File: config.mk
export PLATFORM = sky130hd
export DESIGN_NAME = conv_frame_loader
export DESIGN_NICKNAME = d
export VERILOG_FILES = /design/src/rtl/conv_frame_loader_pkg.sv /design/src/rtl/conv_frame_loader.sv
export SDC_FILE = /design/constraint.sdc
export NUM_CORES = 1
export LEC_CHECK = 0
export ABC_AREA = 1
export BUFFER_PORTS_ARGS = -buffer_cell sky130_fd_sc_hd__buf_2
export CAP_MARGIN = 15
export CORE_MARGIN = 5
export CORE_UTILIZATION = 36
export CTS_CLUSTER_DIAMETER = 150
export DETAILED_ROUTE_END_ITERATION = 8
export GPL_ROUTABILITY_DRIVEN = 0
export PLACE_DENSITY = 0.58
export SETUP_SLACK_MARGIN = 0.1
export SLEW_MARGIN = 40
export SYNTH_ARGS = -nofsm -noshare
export SYNTH_HDL_FRONTEND = slang
export SYNTH_SLANG_ARGS = --single-unit
File: constraint.sdc
create_clock -name clk -period 5.8 [get_ports clk]
set_input_delay 0.87 -clock clk [delete_from_list [all_inputs] [get_ports clk]]
set_output_delay 0.87 -clock clk [all_outputs]
set_load 0.1 [all_outputs]
File: src/rtl/conv_frame_loader_pkg.sv
// Shared definitions for the convolution frame loader: default geometry,
// derived frame sizes, counter width helper and the loader FSM states.
package conv_frame_loader_pkg;

    localparam int DEF_PIX_W   = 4;
    localparam int DEF_IMG_DIM = 5;
    localparam int DEF_NPIX    = DEF_IMG_DIM * DEF_IMG_DIM;
    localparam int DEF_FRAME_W = DEF_PIX_W * DEF_NPIX;

    // Width of a counter that must index 0..n-1 (at least one bit).
    function automatic int cnt_width(input int n);
        return (n <= 1) ? 1 : $clog2(n);
    endfunction

    localparam int DEF_CNT_W = cnt_width(DEF_NPIX);

    typedef enum logic {
        ST_FILL  = 1'b0,
        ST_STALL = 1'b1
    } state_e;

endpackage

File: src/rtl/conv_frame_loader.sv
// Packs a row-major pixel stream into one flat IMG_DIM x IMG_DIM frame.
// One frame is presented on the output while the next one assembles; when
// the output slot is still occupied at frame completion the loader stalls
// the input until the consumer takes the old frame.
// Optional feature: define CONV_LOADER_SOF_EN to add the s_sof port, which
// restarts assembly with the flagged beat as pixel 0.
module conv_frame_loader
    import conv_frame_loader_pkg::*;
#(
    parameter int PIX_W   = DEF_PIX_W,
    parameter int IMG_DIM = DEF_IMG_DIM
) (
    input  logic                             clk,
    input  logic                             rst_n,
    input  logic                             s_valid,
    output logic                             s_ready,
    input  logic [PIX_W-1:0]                 s_pixel,
`ifdef CONV_LOADER_SOF_EN
    input  logic                             s_sof,
`endif
    output logic [PIX_W*IMG_DIM*IMG_DIM-1:0] frame,
    output logic                             frame_valid,
    input  logic                             frame_ready
);

    localparam int NPIX    = IMG_DIM * IMG_DIM;
    localparam int FRAME_W = PIX_W * NPIX;
    localparam int CNT_W   = cnt_width(NPIX);
    localparam logic [CNT_W-1:0] LAST = CNT_W'(NPIX - 1);

    state_e               r_state;
    state_e               w_state_nxt;
    logic [CNT_W-1:0]     r_cnt;
    logic [FRAME_W-1:0]   r_asm;
    logic [FRAME_W-1:0]   r_frame;
    logic                 r_fvalid;

    logic                 w_ready;
    logic                 w_accept;
    logic                 w_sof;
    logic                 w_last;
    logic                 w_slot_free;
    logic                 w_load_fill;
    logic                 w_load_stall;
    logic [CNT_W-1:0]     w_idx;
    logic [FRAME_W-1:0]   w_asm_nxt;

`ifdef CONV_LOADER_SOF_EN
    assign w_sof = s_sof;
`else
    assign w_sof = 1'b0;
`endif

    assign w_slot_free = !r_fvalid || frame_ready;

    // FSM outputs and next state: FILL accepts beats, STALL holds a complete
    // frame in the assembly register until the output slot frees up.
    always_comb begin
        w_state_nxt = r_state;
        w_ready     = 1'b0;
        w_accept    = 1'b0;
        w_last      = 1'b0;
        case (r_state)
            ST_FILL: begin
                w_ready  = 1'b1;
                w_accept = s_valid;
                // A start-of-frame beat restarts assembly, so it never completes one.
                w_last   = s_valid && !w_sof && (r_cnt == LAST);
                if (w_last && !w_slot_free)
                    w_state_nxt = ST_STALL;
            end
            ST_STALL: begin
                if (frame_ready)
                    w_state_nxt = ST_FILL;
            end
            default: w_state_nxt = ST_FILL;
        endcase
    end

    assign s_ready      = w_ready;
    assign w_load_fill  = w_last && w_slot_free;
    assign w_load_stall = (r_state == ST_STALL) && frame_ready;

    // Assembly register with the current beat merged in; the completed frame
    // is forwarded from here so pixel 24 lands in the output on its own edge.
    always_comb begin
        w_idx     = w_sof ? '0 : r_cnt;
        w_asm_nxt = r_asm;
        if (w_accept)
            w_asm_nxt[int'(w_idx)*PIX_W +: PIX_W] = s_pixel;
    end

    // State register.
    always_ff @(posedge clk or negedge rst_n) begin
        if (!rst_n) r_state <= ST_FILL;
        else        r_state <= w_state_nxt;
    end

    // Pixel position counter: wraps after the last pixel, restarts on SOF.
    always_ff @(posedge clk or negedge rst_n) begin
        if (!rst_n) begin
            r_cnt <= '0;
        end else if (w_accept) begin
            if (w_sof)
                r_cnt <= CNT_W'(1);
            else if (r_cnt == LAST)
                r_cnt <= '0;
            else
                r_cnt <= r_cnt + CNT_W'(1);
        end
    end

    // Assembly register; stale nibbles are left in place since every one is
    // rewritten before the frame is next loaded out.
    always_ff @(posedge clk or negedge rst_n) begin
        if (!rst_n) r_asm <= '0;
        else        r_asm <= w_asm_nxt;
    end

    // Output slot: load a finished frame, else drop valid on a handshake.
    always_ff @(posedge clk or negedge rst_n) begin
        if (!rst_n) begin
            r_frame  <= '0;
            r_fvalid <= 1'b0;
        end else if (w_load_fill) begin
            r_frame  <= w_asm_nxt;
            r_fvalid <= 1'b1;
        end else if (w_load_stall) begin
            r_frame  <= r_asm;
            r_fvalid <= 1'b1;
        end else if (r_fvalid && frame_ready) begin
            r_fvalid <= 1'b0;
        end
    end

    assign frame       = r_frame;
    assign frame_valid = r_fvalid;

endmodule

==> summary.txt <==
Setup CP Type: flop to flop
r2r worst-path depth: 12
Vias: 6,910
CP Cell Sequence: inv_2 -> ha_1 -> inv_1 -> nor2_4 -> nand3_2 -> nor2_2 -> o21ai_2 -> nand2_4 -> inv_6 -> buf_4 -> nand2_1 -> o21ai_0
Worst Path Arrival: 3730 ps
clk buf depth: 3
Distinct cells, synth: 37
Max-cap violations: 0
Initial Util: 0.365
pre-CTS setup slack: 2440 ps
slowest stage cell, crit path: nand2_4
setup ws final: 2440 ps
number of buffers and inverters on the critical path: 4
post-synthesis sequential area ratio: 0.583
R2R Setup Slk: 2440 ps
Worst Hold Class: primary input to asynchronous set/reset pin
Pins Over Slew Limit: 0
Port Buf Inserts: 109
CP endpoint kind: flop
Rel. slew slack: 0.453
Post-CTS Setup Bufs: 0
drt wl/cell: 15.2 um
post-route ant nets: 0
H-tree depth: 1
worst r2r dst: frame[87]
Die Wd: 167 um
Final Skew: 14.2 ps
CTS buffer count: 24
core area: 24,300 um2
number of global-route vias before repair: 6,811
delay-heaviest family, CP: buffers and inverters
1st-iter DRT viols: 539
# rows: 57
final net count: 1,150
Via-to-Cell Ratio: 4.67
IO Count: 110
clk_lat worst skew: 520 ps
post-CTS resize count: 0
fill count: 2,446
register area: 5180 um2
Crit Path Max Fanout: 96
Ant. Diodes: 0
die footprint: 27,900 um2
Setup TNS: 0 ps
fin crit share: 0.579
Worst-Margin Slew: 814 ps
CP max stage delay: 490 ps
Root Driver: clkbuf_16
drt drc: 0
HPWL after DPL: 15,500 um
share of cells above drive strength 1: 0.177
largest net degree at the start of global routing: 97
Seq cells post-synth: 207
Detailed Route WL: 22,500 um
CTS tree: built
post-route insts no fill: 1,481
first-pass GRT wire length: 36,700 um
# clock sinks: 207
Final Hold Fails: 0
Cells after Synth: 1,028
RSZ-0062 raised after global routing: false
TritonRoute pass-1 iters: 5
FF-to-FF Start: r_cnt[0]
clk slew on worst S/H paths: 60 ps
Final Critical Period: 3360 ps
initial antenna violation count: 0
Syn Area/Cell: 8.65 um2
post-synthesis net count: 1,039
FMAX: 298 MHz
hold buffers post-CTS: 0
Startpoint Class: flop
status: complete, no violations
Synth warnings: 0
CP required: 6170 ps
GRT Total Usage: 0.160
Mapped Area: 8890 um2
dpl cells: 1,437
Vert. Die Dim: 167 um
grt ovf: 0
area occupied by multi-input gates: 3030 um2
Area Growth Syn to Fin: 18.7%
final setup fails: 0
-- cells in the mapped netlist --
library cell	number	area, um2
inv_1	136	510
nand3b_1	1	7.51
nor2_4	4	45.0
nand3_1	49	245
o211ai_1	4	30.0
nand2_2	7	43.8
ha_1	3	37.5
nor2_1	38	143
nand2_1	333	1250
inv_2	10	37.5
nor2_2	10	62.6
o21ai_1	19	95.1
o21ai_2	1	8.76
o22ai_1	13	81.3
nor3_2	3	30.0
nor3_1	8	40.0
buf_4	2	15.0
buf_2	13	65.1
dfrtp_1	207	5180
o21a_1	5	37.5
nand2_4	3	33.8
buf_1	3	11.3
nor4_4	1	21.3
and2_1	3	18.8
a2111oi_0	1	8.76
nand3_2	4	40.0
o21ai_0	98	490
clkbuf_1	11	41.3
nand4_1	7	43.8
a21oi_1	21	105
mux2i_1	2	20.0
inv_4	1	6.26
nor4_1	2	12.5
clkinv_1	1	3.75
nand4_2	1	12.5
nor2_8	1	20.0
nor3_4	2	32.5
-- flip-flops by register name, summed over array words and instances, names as in the netlist --
signal,count
r_cnt,5
frame_valid,1
r_state,1
r_asm,100
frame,100
-- metrics by stage --
stage	instance area (um2)	utilization	hold WS, ps
detailed placement	9770	0.402	454
floorplan	8890	-	442
global route	10600	0.434	417
CTS	10600	0.434	408
finish	10600	0.434	374
global placement	9750	0.401	452
-- logic make-up after synthesis --
family                   after synthesis  share of synthesized area
multiplexers                           2                    0.00225
AND/OR/NAND/NOR                      477                      0.237
buffers and inverters                177                     0.0777
AO/OA/AOI/OAI                        162                     0.0964
flip-flops                           207                      0.583
adder cells (fa/ha/maj)                3                    0.00422
-- worst max-delay path by stage --
stage          startpoint   endpoint  slack, ps  cells past startpoint
2_1_floorplan    r_cnt[0]  frame[98]       3210                     15
3_3_place_gp      s_valid  frame[30]       2340                      8
3_5_place_dp      s_valid  frame[85]       2440                      8
4_1_cts          r_cnt[0]  frame[95]       2470                     12
5_1_grt          r_cnt[0]  frame[93]       2130                     12
6_report         r_cnt[0]  frame[87]       2440                     12
-- layer usage --
layer  vias to the layer above  share of wire  GRT usage
met1                      3242           0.48      0.230
li1                       3472              -          -
met2                       163           0.45      0.254
met5                         -              0          0
met3                        33          0.050     0.0288
met4                         0          0.019     0.0359
-- cell type report --
type / instances / share of cell area
sequential: 207 / 0.491
multi-input combinational: 644 / 0.287
clock buffer: 36 / 0.0688
timing repair buffer: 114 / 0.0565
inverter: 148 / 0.0531
tap: 324 / 0.0384
clock inverter: 8 / 0.00534
-- cells in the final DEF (no fill, tap or decap), drive strengths merged, types with 5 or more instances in the layout --
cell type | Yosys | final
buf | 18 | 113
o21a | 5 | 5
inv | 147 | 148
a21oi | 21 | 21
clkinv | 1 | 6
nor3 | 13 | 13
clkbuf | 11 | 37
o22ai | 13 | 13
nand4 | 8 | 8
dfrtp | 207 | 207
nand2 | 343 | 343
o21ai | 118 | 118
nand3 | 53 | 53
nor2 | 53 | 53
Power is not shown: default switching activity piles up to over one toggle a cycle in this logic, so the estimate is an artifact.
